### src/rtl/pipe_stage_skid_if.sv
// Handshake bundle between two pipeline stages.
// Carries upstream/downstream valid-ready plus monitor outputs.
interface pipe_stage_skid_if #(
    parameter int DATA_W = 64,
    parameter int CTRL_W = 4,
    parameter int CNT_W  = 16
);
    logic              in_valid_i;
    logic              in_ready_o;
    logic [CTRL_W-1:0] in_ctrl_i;
    logic [DATA_W-1:0] in_data_i;
    logic              out_valid_o;
    logic              out_ready_i;
    logic [CTRL_W-1:0] out_ctrl_o;
    logic [DATA_W-1:0] out_data_o;
    logic [1:0]        occupancy_o;
    logic [CNT_W-1:0]  stall_cnt_o;

    modport master (
        output in_valid_i, in_ctrl_i, in_data_i, out_ready_i,
        input  in_ready_o, out_valid_o, out_ctrl_o, out_data_o,
        input  occupancy_o, stall_cnt_o
    );

    modport slave (
        input  in_valid_i, in_ctrl_i, in_data_i, out_ready_i,
        output in_ready_o, out_valid_o, out_ctrl_o, out_data_o,
        output occupancy_o, stall_cnt_o
    );
endinterface

### src/rtl/pipe_stage_skid.sv
// Inter-stage pipeline register with 2-entry skid buffer,
// flush, bubble control zeroing and a stall-cycle counter.
module pipe_stage_skid #(
    parameter int DATA_W              = 64,
    parameter int CTRL_W              = 4,
    parameter int CNT_W               = 16,
    parameter bit ZERO_DATA_ON_BUBBLE = 1'b0
) (
    input  logic clk_i,
    input  logic rst_i,
    input  logic flush_i,
    input  logic stall_cnt_clr_i,
    pipe_stage_skid_if.slave bus
);
    typedef enum logic [1:0] {
        EMPTY = 2'd0,
        ONE   = 2'd1,
        FULL  = 2'd2
    } state_t;

    state_t            state_q, state_d;
    logic              ready_q;
    logic [DATA_W-1:0] main_data_q, skid_data_q;
    logic [CTRL_W-1:0] main_ctrl_q, skid_ctrl_q;
    logic [CNT_W-1:0]  cnt_q;

    logic valid;
    logic in_fire, out_fire;
    logic ld_main_in, ld_main_skid, ld_skid;

    assign valid    = (state_q != EMPTY);
    assign in_fire  = bus.in_valid_i & ready_q;
    assign out_fire = valid & bus.out_ready_i;

    // Next-state and register-load selection; flush overrides all.
    always_comb begin
        state_d      = state_q;
        ld_main_in   = 1'b0;
        ld_main_skid = 1'b0;
        ld_skid      = 1'b0;
        unique case (state_q)
            EMPTY: begin
                if (in_fire) begin
                    ld_main_in = 1'b1;
                    state_d    = ONE;
                end
            end
            ONE: begin
                if (in_fire && out_fire) begin
                    ld_main_in = 1'b1;
                end else if (in_fire) begin
                    ld_skid = 1'b1;
                    state_d = FULL;
                end else if (out_fire) begin
                    state_d = EMPTY;
                end
            end
            FULL: begin
                if (out_fire) begin
                    ld_main_skid = 1'b1;
                    state_d      = ONE;
                end
            end
            default: state_d = EMPTY;
        endcase
        if (flush_i) begin
            state_d      = EMPTY;
            ld_main_in   = 1'b0;
            ld_main_skid = 1'b0;
            ld_skid      = 1'b0;
        end
    end

    // State and registered ready; ready never sees out_ready_i directly.
    always_ff @(posedge clk_i) begin
        if (rst_i) begin
            state_q <= EMPTY;
            ready_q <= 1'b1;
        end else begin
            state_q <= state_d;
            ready_q <= (state_d != FULL);
        end
    end

    // Main/skid payload; control is zeroed whenever the stage goes empty.
    always_ff @(posedge clk_i) begin
        if (rst_i) begin
            main_data_q <= '0;
            main_ctrl_q <= '0;
            skid_data_q <= '0;
            skid_ctrl_q <= '0;
        end else begin
            if (ld_main_in) begin
                main_data_q <= bus.in_data_i;
            end else if (ld_main_skid) begin
                main_data_q <= skid_data_q;
            end else if (ZERO_DATA_ON_BUBBLE && state_d == EMPTY) begin
                main_data_q <= '0;
            end
            if (state_d == EMPTY) begin
                main_ctrl_q <= '0;
            end else if (ld_main_in) begin
                main_ctrl_q <= bus.in_ctrl_i;
            end else if (ld_main_skid) begin
                main_ctrl_q <= skid_ctrl_q;
            end
            if (ld_skid) begin
                skid_data_q <= bus.in_data_i;
                skid_ctrl_q <= bus.in_ctrl_i;
            end
        end
    end

    // Saturating count of stalled cycles; clear wins over increment.
    always_ff @(posedge clk_i) begin
        if (rst_i) begin
            cnt_q <= '0;
        end else if (stall_cnt_clr_i) begin
            cnt_q <= '0;
        end else if (valid && !bus.out_ready_i && cnt_q != '1) begin
            cnt_q <= cnt_q + CNT_W'(1);
        end
    end

    assign bus.in_ready_o  = ready_q;
    assign bus.out_valid_o = valid;
    assign bus.out_ctrl_o  = main_ctrl_q;
    assign bus.out_data_o  = main_data_q;
    assign bus.occupancy_o = state_q;
    assign bus.stall_cnt_o = cnt_q;
endmodule

### src/flat_wrapper.sv
// flat-port wrapper written by rule: the top's interface ports become plain ports
module pipe_stage_skid_flat 
#(
    parameter int DATA_W              = 64,
    parameter int CTRL_W              = 4,
    parameter int CNT_W               = 16,
    parameter bit ZERO_DATA_ON_BUBBLE = 1'b0
)
  (clk_i, rst_i, flush_i, stall_cnt_clr_i, bus_in_valid_i, bus_in_ctrl_i, bus_in_data_i, bus_out_ready_i, bus_in_ready_o, bus_out_valid_o, bus_out_ctrl_o, bus_out_data_o, bus_occupancy_o, bus_stall_cnt_o);
  pipe_stage_skid_if #(.DATA_W(DATA_W), .CTRL_W(CTRL_W), .CNT_W(CNT_W)) bus_i ();
  input  logic clk_i;
  input  logic rst_i;
  input  logic flush_i;
  input  logic stall_cnt_clr_i;
  input wire logic [$bits(bus_i.in_valid_i)-1:0] bus_in_valid_i;
  input wire logic [$bits(bus_i.in_ctrl_i)-1:0] bus_in_ctrl_i;
  input wire logic [$bits(bus_i.in_data_i)-1:0] bus_in_data_i;
  input wire logic [$bits(bus_i.out_ready_i)-1:0] bus_out_ready_i;
  output wire logic [$bits(bus_i.in_ready_o)-1:0] bus_in_ready_o;
  output wire logic [$bits(bus_i.out_valid_o)-1:0] bus_out_valid_o;
  output wire logic [$bits(bus_i.out_ctrl_o)-1:0] bus_out_ctrl_o;
  output wire logic [$bits(bus_i.out_data_o)-1:0] bus_out_data_o;
  output wire logic [$bits(bus_i.occupancy_o)-1:0] bus_occupancy_o;
  output wire logic [$bits(bus_i.stall_cnt_o)-1:0] bus_stall_cnt_o;
  assign bus_i.in_valid_i = bus_in_valid_i;
  assign bus_i.in_ctrl_i = bus_in_ctrl_i;
  assign bus_i.in_data_i = bus_in_data_i;
  assign bus_i.out_ready_i = bus_out_ready_i;
  assign bus_in_ready_o = bus_i.in_ready_o;
  assign bus_out_valid_o = bus_i.out_valid_o;
  assign bus_out_ctrl_o = bus_i.out_ctrl_o;
  assign bus_out_data_o = bus_i.out_data_o;
  assign bus_occupancy_o = bus_i.occupancy_o;
  assign bus_stall_cnt_o = bus_i.stall_cnt_o;
  pipe_stage_skid #(.DATA_W(DATA_W), .CTRL_W(CTRL_W), .CNT_W(CNT_W), .ZERO_DATA_ON_BUBBLE(ZERO_DATA_ON_BUBBLE)) u_core (.clk_i(clk_i), .rst_i(rst_i), .flush_i(flush_i), .stall_cnt_clr_i(stall_cnt_clr_i), .bus(bus_i));
endmodule
### config.mk
export PLATFORM = sky130hd
export DESIGN_NAME = pipe_stage_skid_flat
export DESIGN_NICKNAME = d
export VERILOG_FILES = /design/src/rtl/pipe_stage_skid_if.sv /design/src/rtl/pipe_stage_skid.sv /design/src/flat_wrapper.sv
export SDC_FILE = /design/constraint.sdc
export NUM_CORES = 1
export LEC_CHECK = 0
export CAP_MARGIN = 20
export CELL_PAD_IN_SITES_DETAIL_PLACEMENT = 2
export CELL_PAD_IN_SITES_GLOBAL_PLACEMENT = 2
export CORE_MARGIN = 10
export CORE_UTILIZATION = 26
export DETAILED_ROUTE_END_ITERATION = 6
export PLACE_DENSITY = 0.86
export SLEW_MARGIN = 20
export SYNTH_ARGS = -nofsm -noshare
export SYNTH_HDL_FRONTEND = slang
export SYNTH_SLANG_ARGS = --single-unit
### constraint.sdc
create_clock -name clk_i -period 1.7 [get_ports clk_i]
set_input_delay 0.34 -clock clk_i [delete_from_list [all_inputs] [get_ports clk_i]]
set_output_delay 0.34 -clock clk_i [all_outputs]
set_load 0.01 [all_outputs]
== After elaboration in Yosys (flattened, before gate mapping) ==
Cells that the tools add are included.
Word-level totals
  flip-flop bits (word level): 155
  input port bits: 74
  word-level logic and storage cells: 45
Operators by class
  $add $sub $neg: 1
  equal/unequal tests: 4
  mux-type cells: 21
  bitwise gates (word level): 2
  reductions and logical operators: 10
Operators with widths (number)
  $mux 64: 2
  $add 16x1->16 const B: 1
  $ne 16x16->1 const B: 1
  $mux 2: 6
  $mux 1: 9
  $mux 4: 2
  $pmux 2 s3: 1
  $logic_not 2->1: 2
  $reduce_bool 2->1: 2
  $reduce_or 2->1: 2
  $logic_and 1x1->1: 3
  $and 1x1->1: 2
  $eq 2x1->1 const B: 1
  $eq 2x2->1 const B: 1
  $ne 2x2->1 const B: 1
  $pmux 1 s2: 1
  $logic_not 1->1: 1

== Depth between registers and ports, before layout ==
  word-level depth: 9
  gate-level depth with buffers: 7
  depth with buffers taken out: 5

== Least setup slack after synthesis ==
OpenSTA, ideal clock, no wires.
  path kind: reg2reg
  from: register u_core.cnt_q[0], in the netlist u_core.bus.stall_cnt_o[0]
  to: register u_core.cnt_q[6], in the netlist u_core.bus.stall_cnt_o[6]
  arrival: 1.708 ns
  data required time: 1.584 ns
  setup slack: -0.125 ns
  cell stages (with the launch flop): 5
  path buffers: 0
  cell sequence: dfxtp_1 -> ha_1 -> nand4_2 -> or4_1 -> a41o_1
Between the ends
  word-level cells in the longest chain between the ends: 2
  elaborated cells on any way between the ends: 3
  classes of those cells: add/sub (1); eq/ne (1); reduce/logical (1)
RTL lines
  start: declaration: RTL line pipe_stage_skid.sv:25  | logic [CNT_W-1:0] cnt_q;
  start signal: assignment: RTL line pipe_stage_skid.sv:121  | cnt_q <= cnt_q + CNT_W'(1);
  parallel branches: the longest is 2 deep, another holds $add 16x1->16
Parallel ways; which one is timed is not known.
A chain may end at the register's enable or synchronous reset.

== Worst setup path after layout ==
  from: register u_core.state_q[1], in the netlist u_core.bus.occupancy_o[1]
  to: register u_core.main_data_q[28], in the netlist u_core.bus.out_data_o[28]
Between the ends
  word-level cells in the longest chain between the ends: 7
  elaborated cells on any way between the ends: 14
  classes of those cells: eq/ne (2); mux (7); bitwise (1); reduce/logical (4)
RTL lines
  start: declaration: RTL line pipe_stage_skid.sv:21  | state_t state_q, state_d;
  start signal: assignment: RTL line pipe_stage_skid.sv:80  | state_q <= state_d;
  $reduce_bool 2->1: RTL line pipe_stage_skid.sv:31  | assign valid = (state_q != EMPTY);
  $and 1x1->1: RTL line pipe_stage_skid.sv:33  | assign out_fire = valid & bus.out_ready_i;
  $logic_and 1x1->1: RTL line pipe_stage_skid.sv:49  | if (in_fire && out_fire) begin
  $mux 1: RTL line pipe_stage_skid.sv:49
  $pmux 1 s2: RTL line pipe_stage_skid.sv:41  | unique case (state_q)
  $mux 1: RTL line pipe_stage_skid.sv:66  | if (flush_i) begin
  $mux 64 or $reduce_bool 2->1 (tied branches)
  end signal: assignment: RTL line pipe_stage_skid.sv:94  | main_data_q <= bus.in_data_i;
  end signal: assignment: RTL line pipe_stage_skid.sv:96  | main_data_q <= skid_data_q;
  end: declaration: RTL line pipe_stage_skid.sv:23  | logic [DATA_W-1:0] main_data_q, skid_data_q;
Parallel ways exist; a longest one is shown, timed or not.

==> impl_metrics.tcl <==
set metrics [dict create \
    hold_ws_ns 0.178 \
    tritoncts "yes" \
    h-tree-depth 4 \
    hp-class "in -> reg" \
    number_of_cells_in_the_finished_layout_apart_from_fillers 1265 \
    timing_hold_violations_final 0 \
    worstReg2RegEnd "u_core.bus.out_data_o[28]" \
    worst_clock_skew_ns 0.0170 \
    r2r_start "u_core.bus.occupancy_o[1]" \
    clkLatencyLatePin_ns 0.43 \
    finalCriticalPeriod_ns 1.72 \
    grt_usage_pct 15.4 \
    post-route-period-util_pct 101 \
    synth_area_per_cell_um2 9.04 \
    worstSetupStartpointType "flop" \
    worst_slew_pin_slew_ns 0.597 \
    placementRows 57 \
    clk_path_buf_depth 2 \
    area_delta_synth_final_pct 58.5 \
    cap_violations 0 \
    place.gp.congestion 0.780 \
    maximum_number_of_pins_on_one_net_before_global_route_repair 93 \
    grt_antenna_before_repair 1 \
    critical_path.max_fanout 10 \
    die_height_um 179 \
    mappedNetlistNets 798 \
    worst_r2r_path_depth 5 \
    holdBufCountCts 0 \
    mean_number_of_vias_per_cell 4.90 \
    synth.yosys.seq_area_share_pct 47.5 \
    hp-start "rst_i" \
    timing_max_transition_violations_final 0 \
    detailedRoute.firstIterationViolations 227 \
    dpl.cell_count 1217 \
    layout-drive-gt1-share_pct 26.2 \
    outcome "finished with violations" \
    routed-via-count 6199 \
    route.antenna.remaining_nets 0 \
    die_w_um 179 \
    first_global_vias 6952 \
    reg2reg_slack_ns -0.02 \
    power_per_cell_area_nw_per_um2 854 \
    dominantRegCellSynth "dfxtp_1" \
    top_ports 162 \
    crit_path_end_kind "flop" \
    timing.final.setup_violations 12 \
    critPathRequiredTime_ns 1.98 \
    cts_made_buffers 17 \
    nets 1002 \
    worstPathArrival_ns 2.00 \
    finalWorstSetupSlack_ns -0.0200 \
    global_route.overflow_total 0 \
    netlist_instances 723 \
    netlist_area_um2 6530 \
    drtPass1Iterations 4 \
    violations "negative setup slack" \
    holdPathEnd "u_core.bus.occupancy_o[1]" \
    static-leakage-power_nw 4.19 \
    synth.ff_latch_count 155 \
    placement.io_buffers 161 \
    layout_common_cells "nand2_1 (144), dfxtp_1 (139), a21oi_1 (76), clkdlybuf4s50_1 (76), nor2_1 (57)" \
    achievable-frequency_mhz 581 \
    synth_warnings 0 \
    number_of_enable_type_register_cells_in_the_synthesized_netlist 0 \
    layout_commonest_cell "nand2_1" \
    cts-root-buf "clkbuf_16" \
    irDropWorstVdd_v 0.000505 \
    dpl.hpwl_um 16900 \
    slew_headroom_pct 60.2 \
    rsz0062_at_grt "true" \
    cts.clk_slew.worst_paths_ns 0.07 \
    design.core.area_um2 24500 \
    hold_path_depth 2 \
    routed_wire_length_per_instance_um 21.1 \
    tritoncts_num_sinks 155 \
    path_class "reg -> reg" \
    initial_core_util_pct 26.6 \
    drt_wl_total_um 26800 \
    grt_first_pass_wirelength_um 39000 \
    post-route-drc-count 0 \
    dieArea_um2 31900 \
    synthArstFlopShare_pct 0 \
    netlist-cell-type-count 46 \
]
per-stage QoR:
step / setup slack [ns] / util, % / power, W / TNS (ns) / area [µm²]
floorplan: 0.00513 / - / 0.00432 / 0 / 6540
global placement: -0.486 / 36.2 / 0.00487 / -62.51 / 8890
detailed placement: -0.591 / 36.2 / 0.00491 / -74.45 / 8890
CTS: -0.126 / 39.5 / 0.00884 / -5.92 / 9690
global route: -0.104 / 42.2 / 0.00921 / -2.22 / 10400
finish: -0.0200 / 42.2 / 0.00885 / -0.132 / 10400
state kept, by name, summed over array words and instances, names as in the netlist:
name and count:
u_core.bus.in_ready_o 1, u_core.bus.occupancy_o 2, u_core.bus.out_ctrl_o 4, u_core.bus.out_data_o 64
u_core.bus.stall_cnt_o 16, u_core.skid_ctrl_q 4, u_core.skid_data_q 64
repair_timing:
action	in CTS	in global routing
buffers inserted	2	3
resized for setup	90	136
endpoints found under the setup margin	186	172
pin swaps	0	24
cloned	5	7
routing by layer:
layer / track usage [%] / part of all wire [%]
met1: 18.1 / 43
met5: 0 / 0
met2: 27.5 / 52
met3: 4.12 / 4.5
met4: 2.79 / 0.42
cell usage after synthesis (all sizes together), types with 2 or more instances:
cell type	instances	area [µm²]
a211oi	70	726
a21oi	76	380
a31oi	5	31.3
and3	2	12.5
buf	26	170
clkbuf	30	113
dfxtp	155	3100
inv	2	7.51
mux2i	70	701
nand2	145	544
nand2b	2	12.5
nand3	7	40.0
nand4	6	43.8
nor2	77	289
nor3	6	30.0
nor4	6	50.0
o21ai	9	45.0
or2	2	12.5
or3	3	18.8
or4	6	48.8
worst max path at each step:
stage                              startpoint                         end  slack [ns]  depth (start not counted)
finish              u_core.bus.occupancy_o[1]   u_core.bus.out_data_o[28]       -0.02                          5
global route        u_core.bus.occupancy_o[0]   u_core.bus.out_data_o[10]       -0.10                          7
CTS                 u_core.bus.occupancy_o[0]   u_core.bus.out_data_o[31]       -0.13                          5
detailed placement            bus_out_ready_i      u_core.skid_data_q[46]       -0.59                          6
global placement              bus_out_ready_i  u_core.bus.stall_cnt_o[11]       -0.49                          6
floorplan           u_core.bus.stall_cnt_o[0]   u_core.bus.stall_cnt_o[6]       0.005                          4
final cells by class:
class	count	area [µm²]
fill	2607	14200
multi-input combinational	510	3540
sequential	155	3130
timing repair buffer	241	2680
clock buffer	17	425
tap	324	405
clock inverter	15	169
inverter	2	7.51
antenna	1	2.50
worst max-delay path, cell delays in order (launching register included):
cell	delay, ns
dfxtp_4	0.39
or4_4	0.59
buf_12	0.19
buf_16	0.15
nor2_1	0.16
a211oi_2	0.08
power breakdown:
| part | internal [W] | leakage [nW] | switching, W |
|---|---|---|---|
| sequential | 0.00375 | 1.27 | 0.0000915 |
| clock | 0.00199 | 0.293 | 0.00189 |
| combinational | 0.000583 | 2.63 | 0.000532 |
| total | 0.00633 | 4.19 | 0.00252 |
logic make-up after synthesis:
group / synth area share, %
simple gates: 17.4
fa+ha+maj: 0.191
buf+inv: 4.44
compound gates: 19.8
mux: 10.7
flops: 47.5
No activity file was read; power rests on OpenSTA's default activity.
